### config.mk
export PLATFORM = sky130hd
export DESIGN_NAME = fifo_flex
export DESIGN_NICKNAME = d
export VERILOG_FILES = /design/src/rtl/fifo_pkg.sv /design/src/rtl/fifo_mem.sv /design/src/rtl/fifo_flex.sv
export SDC_FILE = /design/constraint.sdc
export NUM_CORES = 1
export LEC_CHECK = 0
export BUFFER_PORTS_ARGS = -buffer_cell sky130_fd_sc_hd__buf_4
export CORE_MARGIN = 2
export CORE_UTILIZATION = 50
export DETAILED_ROUTE_END_ITERATION = 8
export PLACE_DENSITY = 0.69
export SYNTH_ARGS = -nofsm -noshare
export SYNTH_HDL_FRONTEND = slang
export SYNTH_SLANG_ARGS = --single-unit
### constraint.sdc
create_clock -name clk -period 3 [get_ports clk]
set_input_delay 0 -clock clk [delete_from_list [all_inputs] [get_ports clk]]
set_output_delay 0 -clock clk [all_outputs]
set_load 0.02 [all_outputs]
### src/rtl/fifo_pkg.sv
// Shared definitions for the flexible FIFO: read-mode selectors and pointer sizing.
package fifo_pkg;
  localparam int FIFO_STD  = 0;
  localparam int FIFO_FWFT = 1;

  // One extra pointer bit separates the full and empty cases when the low bits match.
  function automatic int fifo_ptr_w(input int depth);
    return $clog2(depth) + 1;
  endfunction
endpackage

### src/rtl/fifo_mem.sv
// Simple dual-port storage: synchronous write, asynchronous read. Contents are never reset.
module fifo_mem #(
  parameter int WIDTH = 8,
  parameter int DEPTH = 8,
  parameter int AW    = $clog2(DEPTH)
) (
  input  logic             clk,
  input  logic             we_i,
  input  logic [AW-1:0]    waddr_i,
  input  logic [WIDTH-1:0] wdata_i,
  input  logic [AW-1:0]    raddr_i,
  output logic [WIDTH-1:0] rdata_o
);
  logic [WIDTH-1:0] mem_q [DEPTH];

  always_ff @(posedge clk) begin
    if (we_i) mem_q[waddr_i] <= wdata_i;
  end

  assign rdata_o = mem_q[raddr_i];
endmodule

### src/rtl/fifo_flex.sv
// Parametrised synchronous FIFO with standard or first-word-fall-through read, fill count,
// programmable almost flags, sticky overflow/underflow and synchronous clear.
module fifo_flex
  import fifo_pkg::*;
#(
  parameter int WIDTH      = 8,
  parameter int DEPTH      = 8,
  parameter int FWFT       = 0,
  parameter int AFULL_LVL  = DEPTH - 2,
  parameter int AEMPTY_LVL = 1,
  localparam int PW        = fifo_ptr_w(DEPTH)
) (
  input  logic             clk,
  input  logic             arst_n,
  input  logic             clr,
  input  logic             wr_en,
  input  logic [WIDTH-1:0] data_in,
  input  logic             rd_en,
  output logic [WIDTH-1:0] data_out,
  output logic             full,
  output logic             empty,
  output logic             almost_full,
  output logic             almost_empty,
  output logic [PW-1:0]    count,
  output logic             overflow,
  output logic             underflow
);
  localparam int AW = PW - 1;
  localparam logic [PW-1:0] AF_L = PW'(AFULL_LVL);
  localparam logic [PW-1:0] AE_L = PW'(AEMPTY_LVL);

  logic [PW-1:0]    wr_ptr_q, wr_ptr_d, rd_ptr_q, rd_ptr_d;
  logic             ovf_q, ovf_d, udf_q, udf_d;
  logic             push, pop;
  logic [WIDTH-1:0] head;

  // Flags depend only on registered pointers, never on this cycle's inputs.
  assign count        = wr_ptr_q - rd_ptr_q;
  assign empty        = (wr_ptr_q == rd_ptr_q);
  assign full         = (wr_ptr_q[PW-1] != rd_ptr_q[PW-1]) &&
                        (wr_ptr_q[AW-1:0] == rd_ptr_q[AW-1:0]);
  assign almost_full  = (count >= AF_L);
  assign almost_empty = (count <= AE_L);
  assign overflow     = ovf_q;
  assign underflow    = udf_q;

  assign push = wr_en && !full;
  assign pop  = rd_en && !empty;

  always_comb begin
    wr_ptr_d = wr_ptr_q + PW'(push);
    rd_ptr_d = rd_ptr_q + PW'(pop);
    ovf_d    = ovf_q | (wr_en & full);
    udf_d    = udf_q | (rd_en & empty);
  end

  always_ff @(posedge clk) begin
    if (!arst_n || clr) begin
      wr_ptr_q <= '0;
      rd_ptr_q <= '0;
      ovf_q    <= 1'b0;
      udf_q    <= 1'b0;
    end else begin
      wr_ptr_q <= wr_ptr_d;
      rd_ptr_q <= rd_ptr_d;
      ovf_q    <= ovf_d;
      udf_q    <= udf_d;
    end
  end

  fifo_mem #(.WIDTH(WIDTH), .DEPTH(DEPTH), .AW(AW)) u_mem (
    .clk     (clk),
    .we_i    (push),
    .waddr_i (wr_ptr_q[AW-1:0]),
    .wdata_i (data_in),
    .raddr_i (rd_ptr_q[AW-1:0]),
    .rdata_o (head)
  );

  if (FWFT == FIFO_FWFT) begin : g_fwft
    assign data_out = head;
  end else begin : g_std
    logic [WIDTH-1:0] dout_q;
    always_ff @(posedge clk) begin
      if (!arst_n || clr) dout_q <= '0;
      else if (pop)       dout_q <= head;
    end
    assign data_out = dout_q;
  end
endmodule

==> run_results.csv <==
group,metric,value,unit
timing,worstMarginPinSlew,0.721,ns
job,max-cap-violations,0,
route,detailedRoute.firstIterationViolations,154,
setup_path,critical_path.startpoint_type,"flip-flop",
route,wirelength,6040,um
clock_network,cts-htree-levels,3,
finish,layout.filler_cells,471,
pwr,power.density,554,nW/um^2
floorplan,core_region_area,6390,um^2
status,run_status,"complete, no violations",
finish,area.sequential,2280,um^2
finish,finish.cell_count_without_fillers,337,
timing,slew_violations,0,
clock_network,tritoncts,"done",
setup_path,critical_path_buf_inv_count,2,
synth,yosys-top-cells-area,"edfxtp_1 58%, dfxtp_1 11%, mux4_2 6.8%, mux4_1 4.8%, ha_1 2.6%",
finish,layout.cells.most_common_list,"64 x edfxtp_1, 40 x buf_4, 19 x nand2_1",
synth,synth_largest_area_cell,"edfxtp_1",
global_route,first_pass_grt_wire_length,9800,um
route,via_count,1837,
setup_path,worst_r2r_startpoint,"rd_ptr_q[1]",
setup_path,timing_worst_setup_path_type,"reg -> reg",
hold_path,min_path_cells,3,
route,drt_drc_violations_left,0,
route,avgRoutedWirePerCell,17.9,um
place,place.detailed.hpwl,4210,um
setup_path,worst_r2r_path_depth,7,
timing,min_period_over_period,0.807,
clock_network,clock_insertion_delay_worst_skew,0.34,ns
synth,syn-mean-instance-area,16.4,um^2
place,dpl-instance-area,3630,um^2
floorplan,fp.dieH,85.3,um
pwr,totalPowerFinal,2.19,mW
synth,yosys_warnings,0,
finish,layout.core_utilization,0.617,
synth,syn-cell-area,3310,um^2
setup_path,critical-path-top-delay-family,"simple AND/OR/NAND/NOR gates",
global_route,grt-ovfl-total,0,
floorplan,die_x,85.3,um
global_route,maximum_number_of_pins_on_one_net_before_global_route_repair,19,
global_route,global_route.usage.total,0.187,
route,first_pass_iters,4,
clock_network,cts_hold_buffers,10,
clock_network,root_buffer,"clkbuf_8",
setup_path,crit_path_max_incr_delay,0.60,ns
route,detail-route-antenna-nets,0,
timing,finalHoldWorstSlack,0.0484,ns
setup_path,worst-r2r-setup-slack,0.58,ns
timing,rsz0062_at_grt,"no",
finish,multi_input_area,930,um^2
setup_path,cp_data_required_time,3.04,ns
finish,fin_nets,276,
timing,setup_total_negative_slack,0,ns
finish,final_design_area_no_fill,3940,um^2
setup_path,crit_path_top_delay_cell,"dfxtp_1",
floorplan,initial_core_util,0.518,
setup_path,critical_path.reg2reg.endpoint,"u_mem.mem_q[0][1]",
finish,n_antenna_cell,0,
setup_path,worstSetupStartpoint,"rd_ptr_q[1]",
timing,hold_viol_final,0,
place,port_buffers,30,
clock_network,clock-sinks,82,
clock_network,total_clock_buffers_created_by_cts,9,
finish,final_layout_size_suffix_gt1_frac,0.269,
place,gp_congestion,0.900,
global_route,grt_antenna_before_repair,0,
finish,mostFrequentLayoutCell,"edfxtp_1",
pwr,ir_drop,0.326,mV
timing,setup_ws,0.578,ns
hold_path,hold_path.startpoint,"arst_n",
clock_network,cts.reportedPaths.clkPinSlew,0.08,ns
timing,timing.final.setup_violations,0,
floorplan,die_area,7280,um^2
timing,slew_headroom,0.518,
clock_network,clock_tree.buffer_depth,2,
floorplan,rows,29,
timing,max_freq,413,MHz
hold_path,hold_end,"underflow",
synth,syn_inst,202,
finish,area_delta_synth_final,19.2,%
place,detailedPlace.worstSlack,0.623,ns
synth,synthDistinctLibCells,33,
route,viasPerCell,5.45,
setup_path,critical_path.cell_chain,"inv_2, ha_1, nand3_1, and2b_1, nand3b_1, nor3_1, buf_4",
synth,ys_seq_area_frac,0.690,
setup_path,crit_fanout,12,
clock_network,post_cts_setup_repair_buffer_count,0,
synth,mappedNetlistNets,223,
clock_network,cts-resized-gates,0,
timing,final.setup_skew,0.0112,ns
setup_path,critical_path_arrival,2.46,ns
floorplan,floorplan.io_pins,31,
pwr,leakagePower,1.44,nW
setup_path,crit_end_category,"flip-flop",
synth,synth.top_cell.area_share,0.581,
place,dp.cells,311,
global_route,vias_in_the_first_global_route,1850,
timing,post-route-min-period,2.42,ns
hold_path,holdCritPathClass,"in -> reg",
synth,ys_ff_latch,82,
how the worst max path moves through the flow:
stage	endpoint	slack, ns	cells past startpoint
floorplan	u_mem.mem_q[0][0]	0.35	8
global placement	u_mem.mem_q[1][2]	0.69	7
detailed placement	u_mem.mem_q[0][4]	0.62	7
CTS	u_mem.mem_q[0][2]	0.59	7
global route	u_mem.mem_q[0][2]	0.41	7
finish	u_mem.mem_q[0][1]	0.58	7
kinds of logic (layout without fill, tap and decap cells):
| family | Yosys count | count (layout) | synth area share |
|---|---|---|---|
| compound gates | 23 | 23 | 0.0428 |
| xor+xnor | 6 | 6 | 0.0182 |
| fa+ha+maj | 8 | 8 | 0.0325 |
| buf+inv | 15 | 73 | 0.0288 |
| flops | 82 | 82 | 0.690 |
| mux | 16 | 16 | 0.116 |
| simple gates | 52 | 52 | 0.0719 |
Yosys cell counts:
cell type / count
a31oi_1: 8
buf_12: 1
nor2b_1: 3
mux4_1: 6
xnor2_1: 3
buf_4: 1
nand2b_1: 2
and2b_1: 1
buf_2: 3
o21ai_1: 1
ha_1: 7
and3_1: 1
inv_2: 2
a21oi_1: 3
nor2_1: 15
nor3_1: 2
dfxtp_1: 18
clkbuf_1: 1
nand3b_1: 2
o21a_4: 1
edfxtp_1: 64
nand3_1: 3
o21ai_2: 1
nand2_1: 19
fa_1: 1
inv_1: 5
mux4_2: 10
o21ai_0: 8
and2_1: 4
o21a_1: 1
buf_6: 2
xor2_2: 1
xor2_1: 2
worst reg2reg max path, cell delays in order, from the launching register on:
cell      delay (ns)
dfxtp_1         0.60
inv_2           0.16
ha_1            0.34
nand3_1         0.15
and2b_1         0.25
nand3b_1        0.26
nor3_1          0.18
buf_4           0.21
where the power goes:
part | leakage, nW | internal [mW] | switching, mW | total (mW)
sequential | 0.727 | 1.24 | 0.00550 | 1.24
clock | 0.110 | 0.460 | 0.362 | 0.822
combinational | 0.598 | 0.0557 | 0.0653 | 0.121
total | 1.44 | 1.75 | 0.433 | 2.19
registers in the layout, indices dropped and copies added, names as in the netlist:
| register | cells |
|---|---|
| u_mem.mem_q | 64 |
| wr_ptr_q | 4 |
| data_out | 8 |
| overflow | 1 |
| rd_ptr_q | 4 |
| underflow | 1 |
final cells by class:
cell class / count / share of cell area
sequential: 82 / 0.579
multi-input combinational: 105 / 0.236
timing repair buffer: 50 / 0.102
clock buffer: 9 / 0.0314
tap: 77 / 0.0244
clock inverter: 7 / 0.0213
inverter: 7 / 0.00666
routing by layer:
layer	part of all wire	track usage
met1	0.42	0.249
met2	0.50	0.285
met3	0.072	0.0681
met4	0.015	0.0693
met5	0	0
No activity file was read; power rests on OpenSTA's default activity.
